$ cat config.mk
export PLATFORM = sky130hd
export DESIGN_NAME = spi_byte_shifter
export DESIGN_NICKNAME = d
export VERILOG_FILES = /design/src/rtl/spi_pkg.sv /design/src/rtl/spi_shift_reg.sv /design/src/rtl/spi_byte_shifter.sv
export SDC_FILE = /design/constraint.sdc
export NUM_CORES = 1
export LEC_CHECK = 0
export ABC_AREA = 1
export CORE_AREA = 5 5 63 65
export CTS_BUF_LIST = sky130_fd_sc_hd__clkbuf_8 sky130_fd_sc_hd__clkbuf_16
export DETAILED_ROUTE_END_ITERATION = 10
export DIE_AREA = 0 0 68 70
export PLACE_DENSITY = 0.76
export SYNTH_ARGS = -nofsm -noshare
export SYNTH_HDL_FRONTEND = slang
export SYNTH_SLANG_ARGS = --single-unit
$ cat constraint.sdc
create_clock -name clk -period 1.85 [get_ports clk]
set_clock_uncertainty 0.15 [all_clocks]
set_input_delay 0.2775 -clock clk [delete_from_list [all_inputs] [get_ports clk]]
set_output_delay 0.2775 -clock clk [all_outputs]
set_load 0.05 [all_outputs]
$ cat src/rtl/spi_pkg.sv
// Shared types and constants for the SPI mode-0 byte shifter.
// Bit order is selected by the SPI_LSB_FIRST_EN macro (undefined: MSB first).
package spi_pkg;

  typedef enum logic [1:0] {
    IDLE,
    CS_SETUP,
    SHIFT,
    CS_HOLD
  } spi_state_e;

  localparam int SPI_DATA_W_DEFAULT = 8;

`ifdef SPI_LSB_FIRST_EN
  localparam bit SPI_LSB_FIRST = 1'b1;
`else
  localparam bit SPI_LSB_FIRST = 1'b0;
`endif

endpackage

$ cat src/rtl/spi_shift_reg.sv
// Parameterised shift register with parallel load, used for both the tx and rx words.
// LSB_FIRST shifts toward bit 0 and enters serial_in at the MSB; otherwise the reverse.
module spi_shift_reg
  import spi_pkg::*;
#(
  parameter int DATA_W    = SPI_DATA_W_DEFAULT,
  parameter bit LSB_FIRST = SPI_LSB_FIRST
) (
  input  logic              clk,
  input  logic              rst_n,
  input  logic              load,
  input  logic [DATA_W-1:0] load_data,
  input  logic              shift_en,
  input  logic              serial_in,
  output logic              serial_out,
  output logic [DATA_W-1:0] data
);

  always_ff @(posedge clk or negedge rst_n) begin
    if (!rst_n) begin
      data <= '0;
    end else if (load) begin
      data <= load_data;
    end else if (shift_en) begin
      if (LSB_FIRST) begin
        data <= {serial_in, data[DATA_W-1:1]};
      end else begin
        data <= {data[DATA_W-2:0], serial_in};
      end
    end
  end

  assign serial_out = LSB_FIRST ? data[0] : data[DATA_W-1];

endmodule

$ cat src/rtl/spi_byte_shifter.sv
// SPI mode-0 master shift engine driven by the divider's leading/trailing edge pulses.
// Bit order follows SPI_LSB_FIRST_EN through spi_pkg::SPI_LSB_FIRST.
module spi_byte_shifter
  import spi_pkg::*;
#(
  parameter int DATA_W = SPI_DATA_W_DEFAULT
) (
  input  logic              clk,
  input  logic              rst_n,
  input  logic              edge_lead,
  input  logic              edge_trail,
  input  logic              start,
  input  logic [DATA_W-1:0] tx_data,
  output logic              busy,
  output logic              done,
  output logic [DATA_W-1:0] rx_data,
  output logic              sclk,
  output logic              cs_n,
  output logic              mosi,
  input  logic              miso
);

  localparam int               CNT_W    = $clog2(DATA_W + 1);
  localparam logic [CNT_W-1:0] CNT_LAST = CNT_W'(DATA_W);

  spi_state_e       state;
  logic [CNT_W-1:0] bit_cnt;

  logic              tx_load;
  logic              tx_shift;
  logic              rx_shift;
  logic              tx_next;
  logic              first_bit;
  logic [DATA_W-1:0] tx_preload;
  logic [DATA_W-1:0] rx_word;
  logic [DATA_W-1:0] tx_word_unused;
  logic              rx_out_unused;

  // The first bit goes straight to mosi, so the tx register is loaded one bit ahead:
  // its serial_out is always the bit that the next trailing edge puts on mosi.
  assign first_bit  = SPI_LSB_FIRST ? tx_data[0] : tx_data[DATA_W-1];
  assign tx_preload = SPI_LSB_FIRST ? (tx_data >> 1) : (tx_data << 1);

  assign tx_load  = (state == IDLE) && start;
  assign rx_shift = (state == SHIFT) && edge_lead;
  assign tx_shift = (state == SHIFT) && !edge_lead && edge_trail && sclk
                    && (bit_cnt != CNT_LAST);

  spi_shift_reg #(
    .DATA_W    (DATA_W),
    .LSB_FIRST (SPI_LSB_FIRST)
  ) u_tx_reg (
    .clk        (clk),
    .rst_n      (rst_n),
    .load       (tx_load),
    .load_data  (tx_preload),
    .shift_en   (tx_shift),
    .serial_in  (1'b0),
    .serial_out (tx_next),
    .data       (tx_word_unused)
  );

  spi_shift_reg #(
    .DATA_W    (DATA_W),
    .LSB_FIRST (SPI_LSB_FIRST)
  ) u_rx_reg (
    .clk        (clk),
    .rst_n      (rst_n),
    .load       (1'b0),
    .load_data  ('0),
    .shift_en   (rx_shift),
    .serial_in  (miso),
    .serial_out (rx_out_unused),
    .data       (rx_word)
  );

  // A leading edge always takes priority over a coincident trailing edge.
  always_ff @(posedge clk or negedge rst_n) begin
    if (!rst_n) begin
      state   <= IDLE;
      bit_cnt <= '0;
      sclk    <= 1'b0;
      cs_n    <= 1'b1;
      mosi    <= 1'b0;
      busy    <= 1'b0;
      done    <= 1'b0;
      rx_data <= '0;
    end else begin
      done <= 1'b0;
      case (state)
        IDLE: begin
          if (start) begin
            cs_n    <= 1'b0;
            mosi    <= first_bit;
            bit_cnt <= '0;
            busy    <= 1'b1;
            state   <= CS_SETUP;
          end
        end
        CS_SETUP: begin
          if (edge_trail && !edge_lead) begin
            state <= SHIFT;
          end
        end
        SHIFT: begin
          if (edge_lead) begin
            sclk    <= 1'b1;
            bit_cnt <= bit_cnt + CNT_W'(1);
          end else if (edge_trail && sclk) begin
            sclk <= 1'b0;
            if (bit_cnt == CNT_LAST) begin
              state <= CS_HOLD;
            end else begin
              mosi <= tx_next;
            end
          end
        end
        CS_HOLD: begin
          if (edge_lead) begin
            cs_n    <= 1'b1;
            mosi    <= 1'b0;
            rx_data <= rx_word;
            done    <= 1'b1;
            busy    <= 1'b0;
            state   <= IDLE;
          end
        end
        default: state <= IDLE;
      endcase
    end
  end

endmodule
==> metrics.csv <==
metric,value,unit
outcome,"complete, no violations",
peakVddDrop,0.798,mV
cp.arrival,1640,ps
syn_nets,221,
period_share,87.7,%
htree_levels,2,
synth_area_leader_cell,dfrtp_1,
fin_util,64.8,%
netlist_area,1700,um^2
numCtsBuffers,5,
worst_pin_slew,324,ps
place_area,2010,um^2
r2r-start,state[0]$_DFFE_PN0P_,
totalPowerFinal,3780,uW
drt_iter0_drc,150,
cts-resized-gates,0,
routed-via-count,1335,
required,1870,ps
synth.top_cell.area_share,48.5,%
n_fill_cell,274,
r2r_setup_slack,230,ps
stdcell_area,2130,um^2
cts_tree,yes,
clock_latency,280,ps
avgSynthCellArea,8.51,um^2
design.core.area,3280,um^2
drc,0,
die_area,4760,um^2
initial_core_util,51.8,%
worstSetupStartpointType,register,
ios,27,
maxCapViolCount,0,
ys_seq_elements,34,
port_buffers,26,
grt_overflow,0,
clkSinkCount,34,
p_leak,0.00110,uW
maxSlewViolCount,0,
cts_setup_buffers,0,
powerDensity,1780,nW/um^2
final_net_count,254,
avgViaCountPerCell,4.77,
yosysWarnings,0,
layout.area.seq,852,um^2
hold_viol_final,0,
synth_cells,200,
cp_max_fo,5,
min_path_type,in2async,
grt_antenna_before_repair,0,
fin_tns_setup,0,ps
ant_nets,0,
cts.path.max_buffers,2,
row_count,21,
wire_per_inst,11.2,um
grt_pass1_wl,5.56,mm
hold_buffers,0,
rr_endpoint,bit_cnt[3]$_DFFE_PN0P_,
die_y,70,um
rsz0062_at_grt,false,
dieWidth,68,um
multi_input_area,727,um^2
ff2ff_path_depth,8,
synth.yosys.seq_area_share,50.1,%
path_class,reg2reg,
num_antenna_cells,0,
place_congestion,0.890,
dp_hpwl,2.34,mm
grt_use_total,15.0,%
areaGrowthSynthToFinish,25.1,%
fmax,616,MHz
dr.pass1.iters,4,
final.min_clock_period,1620,ps
setup.worst_path.end_class,register,
hold_ws,211,ps
first_global_vias,1275,
grt_max_degree,35,
root_buffer,clkbuf_8,
relSlewSlack,78.3,%
layout-drive-gt1-share,20.1,%
synth.distinct_cells,25,
routed_wirelength,3.13,mm
clkTransAtPathRegs,70,ps
netlist_top_cells_area,"dfrtp_1, nand2_1, ha_1",
setup_viol,0,
==> logic make-up after synthesis <==
logic type               share of synthesized area, %
adder cells (fa/ha/maj)                          5.15
flip-flops                                       50.1
AND/OR/NAND/NOR                                  28.8
buffers and inverters                            7.21
AO/OA/AOI/OAI                                    8.75
==> cell type report <==
class,instances,area share [%]
clock buffer,6,3.88
multi-input combinational,136,34.1
clock inverter,2,1.59
timing repair buffer,29,12.9
sequential,34,40.0
inverter,27,4.76
tap,46,2.70
==> worst max-delay path, cell delays in order (launching register included) <==
cell	delay (ps)
dfrtp_1	400
inv_1	100
ha_1	290
inv_1	120
nand2_1	70
a21oi_2	190
inv_2	70
nand2_1	60
o21ai_1	60
==> metal layers <==
layer,track usage [%],share of wire [%],up-vias
li1,-,-,694
met1,20.6,46,612
met2,22.7,47,23
met3,3.85,5.1,6
met4,5.08,1.3,0
met5,0,0,-
==> worst max path at each step <==
stage               cells past startpoint  slack [ps]                  from                      to
finish                                  8         230  state[0]$_DFFE_PN0P_  bit_cnt[3]$_DFFE_PN0P_
global route                            8          90  state[0]$_DFFE_PN0P_  bit_cnt[3]$_DFFE_PN0P_
CTS                                     8         240  state[0]$_DFFE_PN0P_  bit_cnt[3]$_DFFE_PN0P_
detailed placement                      8         180             edge_lead    state[1]$_DFFE_PN0P_
global placement                        8         220             edge_lead    state[0]$_DFFE_PN0P_
floorplan                               8         410  state[0]$_DFFE_PN0P_    state[1]$_DFFE_PN0P_
==> flip-flops by register name, summed over array words and instances (netlist names) <==
signal	flops
done	1
u_tx_reg.data	7
busy	1
mosi	1
u_rx_reg.data	8
state	2
rx_data	8
bit_cnt	4
cs_n	1
sclk	1
==> through the flow <==
stage	cells	setup slack, ps
after floorplan	200	412
after global placement	272	220
after detailed placement	272	180
after CTS	280	237
after global routing	280	92.9
final	280	228
==> cells in the final DEF (no fill, tap or decap), drive strengths merged <==
master	count
dfrtp	33
dfstp	1
nand2	74
nand3b	1
clkdlybuf4s50	13
o21ai	18
buf	16
inv	28
or2	1
o22ai	2
nand4	2
nand3	16
clkbuf	6
nor2	10
a21oi	4
bufinv	1
o21bai	1
ha	7
==> where the power goes <==
group | leakage (uW) | total, uW | switching, uW | internal, uW
Sequential | 0.000434 | 1250 | 188 | 1060
Combinational | 0.000599 | 1850 | 1210 | 637
Clock | 0.0000626 | 687 | 254 | 433
Total | 0.00110 | 3780 | 1650 | 2130
==> cell usage after synthesis <==
cell,n
nor2_2,1
inv_2,5
inv_1,22
a21oi_2,2
nor2_4,2
nor2_8,1
o21ai_0,2
nand3b_1,1
buf_6,1
or2_2,1
o22ai_1,2
nand2_1,64
nand2_2,8
dfrtp_1,33
buf_2,2
nand4_1,2
o21ai_1,16
dfstp_2,1
a21oi_4,1
nand2_4,2
a21oi_1,1
nor2_1,6
ha_1,7
o21bai_1,1
nand3_1,16
No activity file was read; power rests on OpenSTA's default activity.
